$ cat src/rtl/uart_tx_arbiter.sv
// Round-robin packet arbiter that shares one UART byte transmitter between NUM_REQ sources.
// Optional stall watchdog enabled by defining UART_ARB_TIMEOUT_EN.
module uart_tx_arbiter #(
   parameter int NUM_REQ     = 4,
   parameter int DATA_W      = 8,
   parameter int TIMEOUT_CYC = 1024,
   localparam int ID_W       = (NUM_REQ > 1) ? $clog2(NUM_REQ) : 1
) (
   input  logic                      clk_i,
   input  logic                      rst_ni,
   input  logic [NUM_REQ-1:0]        req_valid_i,
   input  logic [NUM_REQ*DATA_W-1:0] req_data_i,
   input  logic [NUM_REQ-1:0]        req_last_i,
   output logic [NUM_REQ-1:0]        req_ready_o,
   output logic                      tx_valid_o,
   output logic [DATA_W-1:0]         tx_data_o,
   input  logic                      tx_ready_i,
   output logic [ID_W-1:0]           grant_id_o,
   output logic                      busy_o,
   output logic                      timeout_err_o
);

   typedef enum logic {IDLE, XFER} state_t;

   state_t            state_q, state_d;
   logic [ID_W-1:0]   grant_q, grant_d;
   logic [ID_W-1:0]   rr_ptr_q, rr_ptr_d;
   logic              busy_q, busy_d;
   logic              timeout_q, timeout_d;
   logic [DATA_W-1:0] req_data_arr [NUM_REQ];
   logic              win_found;
   logic [ID_W-1:0]   win_idx;
   logic [ID_W-1:0]   next_ptr;
   logic              handshake;

   genvar gi;
   generate
      for (gi = 0; gi < NUM_REQ; gi++) begin : g_unpack
         assign req_data_arr[gi] = req_data_i[gi*DATA_W +: DATA_W];
      end
   endgenerate

   // Scan from the highest offset down so the lowest offset from rr_ptr wins.
   always_comb begin
      int idx;
      win_found = 1'b0;
      win_idx   = '0;
      idx       = 0;
      for (int k = NUM_REQ - 1; k >= 0; k--) begin
         idx = int'(rr_ptr_q) + k;
         if (idx >= NUM_REQ) idx = idx - NUM_REQ;
         if (req_valid_i[idx]) begin
            win_found = 1'b1;
            win_idx   = ID_W'(idx);
         end
      end
   end

   assign next_ptr = (grant_q == ID_W'(NUM_REQ - 1)) ? '0 : grant_q + 1'b1;

`ifdef UART_ARB_TIMEOUT_EN
   localparam int CNT_W = (TIMEOUT_CYC > 2) ? $clog2(TIMEOUT_CYC) : 1;
   logic [CNT_W-1:0] stall_q, stall_d;
`endif

   always_comb begin
      state_d     = state_q;
      grant_d     = grant_q;
      rr_ptr_d    = rr_ptr_q;
      busy_d      = busy_q;
      timeout_d   = 1'b0;
      tx_valid_o  = 1'b0;
      tx_data_o   = req_data_arr[grant_q];
      req_ready_o = '0;
      handshake   = 1'b0;
`ifdef UART_ARB_TIMEOUT_EN
      stall_d     = stall_q;
`endif
      case (state_q)
         IDLE: begin
            if (win_found) begin
               grant_d = win_idx;
               busy_d  = 1'b1;
               state_d = XFER;
`ifdef UART_ARB_TIMEOUT_EN
               stall_d = '0;
`endif
            end
         end
         XFER: begin
            tx_valid_o           = req_valid_i[grant_q];
            req_ready_o[grant_q] = tx_ready_i;
            handshake            = req_valid_i[grant_q] & tx_ready_i;
            if (handshake && req_last_i[grant_q]) begin
               busy_d   = 1'b0;
               rr_ptr_d = next_ptr;
               state_d  = IDLE;
            end
`ifdef UART_ARB_TIMEOUT_EN
            if (handshake) begin
               stall_d = '0;
            end else if (stall_q == CNT_W'(TIMEOUT_CYC - 1)) begin
               timeout_d = 1'b1;
               busy_d    = 1'b0;
               rr_ptr_d  = next_ptr;
               state_d   = IDLE;
            end else begin
               stall_d = stall_q + 1'b1;
            end
`endif
         end
         default: state_d = IDLE;
      endcase
   end

   always_ff @(posedge clk_i or negedge rst_ni) begin
      if (!rst_ni) begin
         state_q   <= IDLE;
         grant_q   <= '0;
         rr_ptr_q  <= '0;
         busy_q    <= 1'b0;
         timeout_q <= 1'b0;
      end else begin
         state_q   <= state_d;
         grant_q   <= grant_d;
         rr_ptr_q  <= rr_ptr_d;
         busy_q    <= busy_d;
         timeout_q <= timeout_d;
      end
   end

`ifdef UART_ARB_TIMEOUT_EN
   always_ff @(posedge clk_i or negedge rst_ni) begin
      if (!rst_ni) stall_q <= '0;
      else         stall_q <= stall_d;
   end
`endif

   assign grant_id_o    = grant_q;
   assign busy_o        = busy_q;
   assign timeout_err_o = timeout_q;

endmodule

$ cat config.mk
export PLATFORM = sky130hd
export DESIGN_NAME = uart_tx_arbiter
export DESIGN_NICKNAME = d
export VERILOG_FILES = /design/src/rtl/uart_tx_arbiter.sv
export SDC_FILE = /design/constraint.sdc
export NUM_CORES = 1
export LEC_CHECK = 0
export ABC_AREA = 1
export BUFFER_PORTS_ARGS = -buffer_cell sky130_fd_sc_hd__clkbuf_2
export CAP_MARGIN = 10
export CORE_UTILIZATION = 46
export CTS_BUF_LIST = sky130_fd_sc_hd__clkbuf_4
export CTS_CLUSTER_SIZE = 28
export DETAILED_ROUTE_END_ITERATION = 8
export GPL_TIMING_DRIVEN = 0
export PLACE_DENSITY = 0.88
export RECOVER_POWER = 100
export REMOVE_ABC_BUFFERS = 1
export SETUP_SLACK_MARGIN = 0.1
export SYNTH_ARGS = -nofsm -noshare
export SYNTH_HDL_FRONTEND = slang
export SYNTH_SLANG_ARGS = --single-unit
$ cat constraint.sdc
create_clock -name clk_i -period 2.2 [get_ports clk_i]
set_input_delay 0.11 -clock clk_i [delete_from_list [all_inputs] [get_ports clk_i]]
set_output_delay 0.11 -clock clk_i [all_outputs]
set_load 0.1 [all_outputs]
==> results by group <==
Synthesis
  – Seq/Total Area, Yosys: 17.1%
  – Number of flops mapped to enable cells by yosys: 0
  – FF+latch count, synth: 6
  – Synth top cells by count: 39 x nand2_1, 26 x nor2_1, 17 x o21ai_0
  – Count of cell types in the netlist: 24
  – Synth warn: 0
  – Ranking of synthesized cells by area: dfrtp_1 17%, nand2_1 17%, nor2_1 11%, o21ai_0 9.7%, inv_1 6.4%
  – Area leader, netlist: dfrtp_1
  – Post-synth design cell area: 880 um2
  – Ys flop type: dfrtp_1
  – Syn Inst Count: 157
  – FFs w/ async S/R, synth: 100%
  – Yosys top cell area share: 17.1%
  – Most numerous cell in the Yosys netlist: nand2_1
  – Avg Synthesized Cell Area: 5.60 um2

Timing
  – Final Cycle Share: 90.8%
  – Final WS setup: 202 ps
  – Post-layout min period: 2000 ps
  – Worst Tran Pin Value: 1170 ps
  – Clock Skew: 3.13 ps
  – Final Hold Fails: 0
  – Fin. max-slew vios: 0
  – Fmax: 0.501 GHz
  – RSZ-0062 raised after global routing: no
  – Worst rel slew slack: 22.6%
  – Final setup fails: 0

Run status
  – Status: complete, no violations

Setup path
  – CP required: 2090 ps
  – Crit path kind: reg -> out
  – CP max FO: 27
  – Critical Path AT: 1890 ps
  – Crit start category: flip-flop
  – Flop2flop setup slack: 570 ps
  – Critical Path End Type: output port

Drt
  – Via count: 1138
  – Final wirelength: 2.53 mm
  – 1st-pass router iterations: 4
  – Antenna-violating nets left: 0
  – Drt via density: 4.82
  – DRT iter0 DRCs: 13
  – DRC violations left: 0
  – Avg WL per Cell: 10.7 um

Layout
  – Share of post-route cells with drive strength above 1: 34.1%
  – Ant diodes: 0
  – Post-layout instance area: 1180 um2
  – Final Util: 66.7%
  – Fin nets: 260
  – Finished Layout Cells: 236
  – Area grow syn2layout: 33.9%

GRT
  – Largest net degree at the start of global routing: 28
  – Total track usage: 25.9%
  – Antenna violations before repair: 0
  – First-pass GRT wire length: 3.99 mm
  – Vias in the first global route: 1049
  – Grt ovf: 0

Placement
  – Global placement routability congestion: 0.781
  – Placed cell area: 1150 um2
  – Placed cells: 232
  – Detailed Place HPWL: 2.02 mm
  – Post-Place Setup Slack: 190 ps
  – I/O Buffers: 58

Clock network
  – Clk Latency, worst-skew pair: 240 ps
  – Clk slew on worst S/H paths: 50 ps
  – Cts bufs inserted: 3
  – Clk sinks: 6
  – H-Tree Depth: 1
  – CTS tree: built
  – Root buffer cell: clkbuf_4
  – Deepest clock path buffer count: 2
  – # Post-CTS Setup Buffers: 0

Die
  – Site row count: 15
  – Die width: 45.7 um
  – Initial Utilization: 49.9%
  – Die area: 2090 um2
  – Die Span Y: 45.7 um
  – Ports: 60
  – Core area: 1760 um2

Min path
  – Worst min path class: in -> async

Run
  – Max_cap viols: 0
## through the flow
stage | setup TNS [ps] | hold WS (ps)
after CTS | 0 | 221
after global routing | 0 | 319
after floorplan | -11140 | -186
after detailed placement | 0 | -52.2
after global placement | 0 | -61.3
final | 0 | 274
## final timing paths
kind	start	endpoint	cells past startpoint
setup / recovery	grant_id_o[0]	req_ready_o[2]	5
hold / removal	rst_ni	rr_ptr_q[0]	2
setup reg to reg	grant_id_o[0]	rr_ptr_q[1]	6
hold reg to reg	busy_o	busy_o	2
max in group asynchronous	rst_ni	grant_id_o[1]	2
min in group clk_i	req_last_i[3]	rr_ptr_q[0]	5
## placed cells by master (no fill, tap or decap)
cell type and n:
a21oi_1 6, dfrtp_2 2, inv_2 2, o211ai_1 1, inv_1 14, nor2_1 27
nand2_1 40, o22ai_1 8, ha_1 4, conb_1 1, and2_1 2, clkbuf_4 4
nand2_2 8, dfrtp_1 4, dlygate4sd3_1 1, buf_2 1, nand3_1 7, o21ai_1 2
inv_4 1, clkbuf_1 4, o21ai_0 17, o21a_1 1, clkbuf_2 52, nor2_2 1
clkinvlp_4 1
## logic make-up (layout without fill, tap and decap cells)
kind of cell	Yosys count	after routing	synth area share, %
adder cells (fa/ha/maj)	4	4	5.69
other	1	1	0.426
buffers and inverters	26	80	13.7
AND/OR/NAND/NOR	85	85	41.5
flip-flops	6	6	17.1
AO/OA/AOI/OAI	35	35	21.6
## area by class of cell
class | instances | area (um2)
multi-input combinational | 125 | 599
fill | 182 | 587
timing repair buffer | 59 | 298
sequential | 6 | 153
inverter | 18 | 73.8
tap | 25 | 31.3
clock buffer | 3 | 22.5
## flip-flops by register name (all words and copies together), names as in the netlist
register,flops
busy_o,1
rr_ptr_q,2
grant_id_o,2
state_q,1
## per-layer routing
| layer | wire, um | vias up | GRT usage (%) |
|---|---|---|---|
| met3 | 96 | 4 | 3.57 |
| li1 | - | 604 | - |
| met5 | 0 | - | 0 |
| met4 | 20 | 0 | 9.41 |
| met1 | 1090 | 499 | 30.3 |
| met2 | 1320 | 31 | 47.4 |
## worst max-delay path: stages (launching register included)
cell	delay, ps
dfrtp_2	560
inv_2	320
ha_1	210
inv_1	40
nor2_1	80
buf_2	430
## timing repair
action	4_1_cts	5_1_grt
resized for setup	1	10
pin swaps	0	0
setup endpoints to repair	11	11
endpoints found under the hold margin	6	0
hold buffers	1	0
Power is not shown: default switching activity piles up to over one toggle a cycle in this logic, so the estimate is an artifact.
